--- config.mk ---
export PLATFORM = sky130hd
export DESIGN_NAME = tlb_search_arbiter
export DESIGN_NICKNAME = d
export VERILOG_FILES = /design/src/rtl/tlb_search_arbiter_pkg.sv /design/src/rtl/tlb_search_arbiter_prio.sv /design/src/rtl/tlb_search_arbiter.sv
export SDC_FILE = /design/constraint.sdc
export NUM_CORES = 1
export LEC_CHECK = 0
export BUFFER_PORTS_ARGS = -buffer_cell sky130_fd_sc_hd__buf_2
export CORE_MARGIN = 5
export CORE_UTILIZATION = 30
export CTS_CLUSTER_SIZE = 20
export DETAILED_ROUTE_END_ITERATION = 12
export PLACE_DENSITY = 0.58
export SETUP_SLACK_MARGIN = 0.15
export SKIP_CTS_REPAIR_TIMING = 1
export SLEW_MARGIN = 0
export SYNTH_ARGS = -nofsm -noshare
export SYNTH_HDL_FRONTEND = slang
export SYNTH_HIERARCHICAL = 1
export SYNTH_SLANG_ARGS = --single-unit
export TNS_END_PERCENT = 30
--- constraint.sdc ---
create_clock -name clk -period 1.9 [get_ports clk]
set_input_delay 0.38 -clock clk [delete_from_list [all_inputs] [get_ports clk]]
set_output_delay 0.38 -clock clk [all_outputs]
set_load 0.005 [all_outputs]
--- src/rtl/tlb_search_arbiter_pkg.sv ---
// Shared types for the main-TLB search arbiter: TLB entry layout, FSM states, owner encoding.
// Pure declarations; no timing or flow control of its own.
package tlb_search_arbiter_pkg;

  typedef struct packed {
    logic [18:0] vpn2;
    logic [7:0]  asid;
    logic        g;
    logic [19:0] pfn0;
    logic [2:0]  c0;
    logic        d0;
    logic        v0;
    logic [19:0] pfn1;
    logic [2:0]  c1;
    logic        d1;
    logic        v1;
  } TLB_Entry;

  typedef enum logic [1:0] {IDLE, LOOKUP, RESP} tlb_arb_state_t;
  typedef enum logic [1:0] {NONE, OWN_I, OWN_D, OWN_P} tlb_owner_t;

  // Bit positions of the one-hot grant / mask vectors.
  localparam int GNT_I = 0;
  localparam int GNT_D = 1;
  localparam int GNT_P = 2;

endpackage

--- src/rtl/tlb_search_arbiter_prio.sv ---
// Combinational pick among masked requests: P > D > I, except a starved I beats D.
// Zero latency; no backpressure, the caller decides when the grant is taken.
module tlb_search_arbiter_prio
  import tlb_search_arbiter_pkg::*;
#(
  parameter int MAX_CONSEC = 4,
  parameter int STREAK_W   = 3
) (
  input  logic                i_req,
  input  logic                d_req,
  input  logic                p_req,
  input  logic [STREAK_W-1:0] streak,
  output logic [2:0]          gnt
);

  logic i_starved;
  assign i_starved = i_req && (streak == STREAK_W'(MAX_CONSEC));

  always_comb begin
    gnt = '0;
    if (p_req)          gnt[GNT_P] = 1'b1;
    else if (i_starved) gnt[GNT_I] = 1'b1;
    else if (d_req)     gnt[GNT_D] = 1'b1;
    else if (i_req)     gnt[GNT_I] = 1'b1;
  end

endmodule

--- src/rtl/tlb_search_arbiter.sv ---
// Shares the single main-TLB search port between I-miss, D-miss and TLBP; done pulses SRCH_LAT+1 cycles after grant.
// Requesters hold level requests until their done; flush cancels I/D searches, TLBP always completes.
module tlb_search_arbiter
  import tlb_search_arbiter_pkg::*;
#(
  parameter int VPN2_W     = 19,
  parameter int IDX_W      = 4,
  parameter int SRCH_LAT   = 1,
  parameter int MAX_CONSEC = 4
) (
  input  logic              clk,
  input  logic              rst,
  input  logic              i_req,
  input  logic [VPN2_W-1:0] i_vpn2,
  input  logic              d_req,
  input  logic [VPN2_W-1:0] d_vpn2,
  input  logic              p_req,
  input  logic [VPN2_W-1:0] p_vpn2,
  input  logic              flush,
  output logic              srch_valid,
  output logic [VPN2_W-1:0] srch_vpn2,
  input  logic              srch_found,
  input  logic [IDX_W-1:0]  srch_index,
  input  TLB_Entry          srch_entry,
  output logic              i_done,
  output logic              d_done,
  output logic              p_done,
  output logic              rsp_found,
  output logic [IDX_W-1:0]  rsp_index,
  output TLB_Entry          rsp_entry,
  output logic              busy
);

  localparam int STREAK_W = $clog2(MAX_CONSEC + 1);
  localparam int LAT_W    = 2;

  tlb_arb_state_t      state_q, state_d;
  tlb_owner_t          owner_q, owner_d;
  logic [STREAK_W-1:0] streak_q, streak_d;
  logic [LAT_W-1:0]    lat_q, lat_d;
  logic [2:0]          mask_q, mask_d;
  logic [VPN2_W-1:0]   srch_vpn2_q, srch_vpn2_d;
  logic                rsp_found_q, rsp_found_d;
  logic [IDX_W-1:0]    rsp_index_q, rsp_index_d;
  TLB_Entry            rsp_entry_q, rsp_entry_d;

  logic [2:0] gnt;
  logic       cancel;
  logic       last_lookup;
  logic       resp_ok;

  tlb_search_arbiter_prio #(
    .MAX_CONSEC (MAX_CONSEC),
    .STREAK_W   (STREAK_W)
  ) u_prio (
    .i_req  (i_req && !mask_q[GNT_I]),
    .d_req  (d_req && !mask_q[GNT_D]),
    .p_req  (p_req && !mask_q[GNT_P]),
    .streak (streak_q),
    .gnt    (gnt)
  );

  // Flush only kills translations feeding the I/D buffers; TLBP result is architectural.
  assign cancel      = flush && (owner_q == OWN_I || owner_q == OWN_D);
  assign last_lookup = (lat_q == LAT_W'(SRCH_LAT - 1));
  assign resp_ok     = (state_q == RESP) && !cancel;

  always_comb begin
    state_d     = state_q;
    owner_d     = owner_q;
    lat_d       = lat_q;
    mask_d      = '0;
    srch_vpn2_d = srch_vpn2_q;
    rsp_found_d = rsp_found_q;
    rsp_index_d = rsp_index_q;
    rsp_entry_d = rsp_entry_q;
    streak_d    = i_req ? streak_q : '0;

    case (state_q)
      IDLE: begin
        lat_d = '0;
        if (!flush && (|gnt)) begin
          state_d = LOOKUP;
          if (gnt[GNT_P]) begin
            owner_d     = OWN_P;
            srch_vpn2_d = p_vpn2;
          end else if (gnt[GNT_D]) begin
            owner_d     = OWN_D;
            srch_vpn2_d = d_vpn2;
            if (i_req && streak_q != STREAK_W'(MAX_CONSEC)) streak_d = streak_q + STREAK_W'(1);
          end else begin
            owner_d     = OWN_I;
            srch_vpn2_d = i_vpn2;
            streak_d    = '0;
          end
        end
      end
      LOOKUP: begin
        if (cancel) begin
          state_d = IDLE;
          owner_d = NONE;
          lat_d   = '0;
        end else if (last_lookup) begin
          state_d     = RESP;
          lat_d       = '0;
          rsp_found_d = srch_found;
          rsp_index_d = srch_index;
          rsp_entry_d = srch_entry;
        end else begin
          lat_d = lat_q + LAT_W'(1);
        end
      end
      RESP: begin
        state_d = IDLE;
        owner_d = NONE;
        if (!cancel) begin
          mask_d[GNT_I] = (owner_q == OWN_I);
          mask_d[GNT_D] = (owner_q == OWN_D);
          mask_d[GNT_P] = (owner_q == OWN_P);
        end
      end
      default: begin
        state_d = IDLE;
        owner_d = NONE;
      end
    endcase
  end

  always_ff @(posedge clk) begin
    if (rst) begin
      state_q     <= IDLE;
      owner_q     <= NONE;
      streak_q    <= '0;
      lat_q       <= '0;
      mask_q      <= '0;
      srch_vpn2_q <= '0;
      rsp_found_q <= 1'b0;
      rsp_index_q <= '0;
      rsp_entry_q <= '0;
    end else begin
      state_q     <= state_d;
      owner_q     <= owner_d;
      streak_q    <= streak_d;
      lat_q       <= lat_d;
      mask_q      <= mask_d;
      srch_vpn2_q <= srch_vpn2_d;
      rsp_found_q <= rsp_found_d;
      rsp_index_q <= rsp_index_d;
      rsp_entry_q <= rsp_entry_d;
    end
  end

  assign srch_valid = (state_q == LOOKUP);
  assign srch_vpn2  = srch_vpn2_q;
  assign i_done     = resp_ok && (owner_q == OWN_I);
  assign d_done     = resp_ok && (owner_q == OWN_D);
  assign p_done     = resp_ok && (owner_q == OWN_P);
  assign rsp_found  = rsp_found_q;
  assign rsp_index  = rsp_index_q;
  assign rsp_entry  = rsp_entry_q;
  assign busy       = (state_q != IDLE);

endmodule

==> results.sh <==
export IMPL_antenna_found_initial=1
export IMPL_port_buffers=252
export IMPL_drive_gt1_share_pct=45.1
export IMPL_syn_cell_area_um2=5410
export IMPL_setup_viol=3
export IMPL_period_minus_slack_ns=1.98
export IMPL_synthMuxAreaShare_pct=4.14
export IMPL_pre_cts_ws_ns=-0.0894
export IMPL_fmax_mhz=506
export IMPL_grt_max_degree=80
export IMPL_wl_per_cell_um=18.0
export IMPL_grt_setup_unrepaired="true"
export IMPL_drc=0
export IMPL_ys_flop_type="dfxtp_1"
export IMPL_cts_max_level=4
export IMPL_ys_async_sr_fraction_pct=0
export IMPL_firstDrtPassIters=4
export IMPL_drt_initial_drc_count=370
export IMPL_grtUsageTotal_pct=17.5
export IMPL_status="complete, but fails checks"
export IMPL_synth_seq_cells=114
export IMPL_crit_path_start="owner_q[0]$_SDFFE_PP0P_"
export IMPL_arrival_ns=1.60
export IMPL_grt_pass1_vias=5533
export IMPL_final_cell_area_um2=7980
export IMPL_violations="setup timing"
export IMPL_regArea_um2=2290
export IMPL_dp_hpwl_um=12600
export IMPL_clock_sinks=114
export IMPL_critical_path_class="reg2out"
export IMPL_grt_pass1_wl_um=29200
export IMPL_ant_nets=0
export IMPL_multi_input_area_um2=3000
export IMPL_critPathLaunchType="flip-flop"
export IMPL_postPlaceCellArea_um2=7020
export IMPL_io_pins=253
export IMPL_synth_compound_area_share_pct=28.4
export IMPL_numCtsBuffers=17
export IMPL_synth_fa_ha_area_share_pct=1.62
export IMPL_wl_um=19500
export IMPL_clockRootBuffer="clkbuf_16"
export IMPL_crit_end="p_done"
export IMPL_dieHeight_um=144
export IMPL_path_clk_slew_ns=0.05
export IMPL_n_fill_cell=1752
export IMPL_die_area_um2=20800
export IMPL_fin_worst_skew_ns=0.0194
export IMPL_yosysSeqAreaShare_pct=42.2
export IMPL_place_congestion=0.804
export IMPL_worst_pin_slew_ns=0.498
export IMPL_cp_end_kind="primary output"
export IMPL_synthSimpleGateAreaFrac_pct=16.1
export IMPL_slew_violations=0
export IMPL_syn_instance_count=618
export IMPL_syn_num_nets=771
export IMPL_ir_drop_mv=0.625
export IMPL_maxCapViolations=0
export IMPL_syn_area_per_cell_um2=8.75
export IMPL_rrSetupSlack_ns=0.06
export IMPL_holdWs_ns=0.217
export IMPL_finalHoldViolations=0
export IMPL_path_max_fanout=4
export IMPL_power_mw=6.94
export IMPL_overflow=0
export IMPL_rows=49
export IMPL_required_ns=1.52
export IMPL_power_density_nw_per_um2=869
export IMPL_fin_nets=997
export IMPL_core_area_um2=17800
export IMPL_min_path_type="in2reg"
export IMPL_timing_final_crit_share_pct=104
export IMPL_synth_edff_count=0
export IMPL_clk_path_buf_depth=2
export IMPL_setup_tns_ns=-0.225
export IMPL_synth_top_family_by_area="compound AO/OA/AOI/OAI gates"
export IMPL_ff2ff_path_depth=8
export IMPL_viasPerCell=5.34
export IMPL_synth_cell_types=40
export IMPL_relSlewSlack_pct=66.8
export IMPL_area_delta_synth_final_pct=47.5
export IMPL_die_width_um=144
export IMPL_initial_core_util_pct=30.3
export IMPL_reg2reg_to="streak_q[1]$_SDFF_PP0_"
export IMPL_worst_slack_ns=-0.0769
export IMPL_clk_latency_ns=0.41
export IMPL_yosys_warnings=6
export IMPL_cts_tree="built"
export IMPL_yosys_area_share_xor_xnor_pct=0
export IMPL_vias=5801
export IMPL_reg2reg_from="mask_q[1]$_SDFF_PP0_"
export IMPL_p_leak_nw=3.40
[kinds of logic (layout without fill, tap and decap cells)]
group | Yosys count | count (layout)
AO/OA/AOI/OAI | 242 | 242
other | 0 | 1
adder cells (fa/ha/maj) | 7 | 7
AND/OR/NAND/NOR | 138 | 138
buffers and inverters | 97 | 335
multiplexers | 20 | 20
flip-flops | 114 | 114
[cell usage after synthesis (all sizes together) (2+ instances only)]
cell type,number,share of area [%]
nand2,3,0.21
o32ai,4,0.65
o21bai,2,0.28
buf,29,2.9
o2111ai,19,3.1
mux2,19,4.0
inv,12,0.83
dfxtp,114,42
o31ai,83,12
nand4,83,9.6
or3,2,0.32
clkbuf,56,3.9
nor2,5,0.35
o21ai,20,1.9
a21oi,106,9.8
nor2b,5,0.58
and2,3,0.35
nand2b,25,2.9
nor3,2,0.39
a32oi,2,0.32
ha,7,1.6
o211ai,2,0.28
nor3b,4,0.56
[area by class of cell]
cell class,count,area share [%]
inverter,12,0.565
timing repair buffer,292,21.8
multi-input combinational,407,37.6
tap,229,3.59
clock inverter,9,1.62
antenna,1,0.0314
clock buffer,22,6.07
sequential,114,28.7
[registers in the layout (all words and copies together), names as in the netlist]
| name | count |
|---|---|
| owner_q | 2 |
| state_q | 2 |
| lat_q | 2 |
| mask_q | 3 |
| rsp_found | 1 |
| rsp_entry | 78 |
| rsp_index | 4 |
| srch_vpn2 | 19 |
| streak_q | 3 |
[report_power, final]
group	switching, mW	internal, mW	total (mW)	leakage, nW
clock	1.12	2.19	3.31	0.298
sequential	0.0604	2.51	2.57	0.930
combinational	0.574	0.485	1.06	2.17
[cells in the final DEF (no fill, tap or decap), types with 2 or more instances in the layout]
master      instances
dfxtp_2             5
buf_12             10
and2_1              3
o211ai_1            2
buf_6               3
clkinvlp_4          2
o21bai_1            2
inv_2               4
nand2_1             3
clkbuf_8            4
buf_4              25
clkinv_2            3
inv_1               8
o21ai_1            20
o2111ai_2          19
dfxtp_1           108
buf_2             251
nor3b_1             3
ha_1                5
nor2b_4             3
o32ai_1             3
nand4_1            83
nor2_1              4
bufinv_16           3
a32oi_1             2
mux2_4             19
clkbuf_16          19
nand2b_1           23
o31ai_1            83
a21oi_1           105
[worst min path at each step]
stage,start,to,slack [ns],cells after the start
floorplan,lat_q[0]$_SDFFE_PP0P_,lat_q[0]$_SDFFE_PP0P_,0.45,2
global placement,rsp_entry[63]$_SDFFE_PP0P_,rsp_entry[63]$_SDFFE_PP0P_,0.45,2
detailed placement,rsp_entry[35]$_SDFFE_PP0P_,rsp_entry[35]$_SDFFE_PP0P_,0.46,2
CTS,srch_entry[66],rsp_entry[66]$_SDFFE_PP0P_,0.19,3
global route,srch_entry[60],rsp_entry[60]$_SDFFE_PP0P_,0.20,3
finish,srch_entry[66],rsp_entry[66]$_SDFFE_PP0P_,0.22,3
[routing by layer]
metal | routed length [um] | track usage, % | up-vias
met5 | 11 | 0 | -
met4 | 504 | 6.73 | 2
met3 | 1350 | 5.75 | 30
met2 | 9050 | 26.5 | 181
met1 | 8590 | 23.0 | 2752
li1 | - | - | 2836
[metrics by stage]
stage	std cells	util, %
floorplan	618	-
global placement	1045	39.4
detailed placement	1045	39.4
CTS	1076	42.8
global route	1085	44.7
finish	1086	44.7
[critical path, cell delays in order, from the launching register on]
cell and delay [ns]:
dfxtp_2 0.35, inv_2 0.06, ha_4 0.27, nor2b_4 0.05, nor3b_2 0.20, and2_1 0.15
buf_2 0.12
No activity file was read; power rests on OpenSTA's default activity.
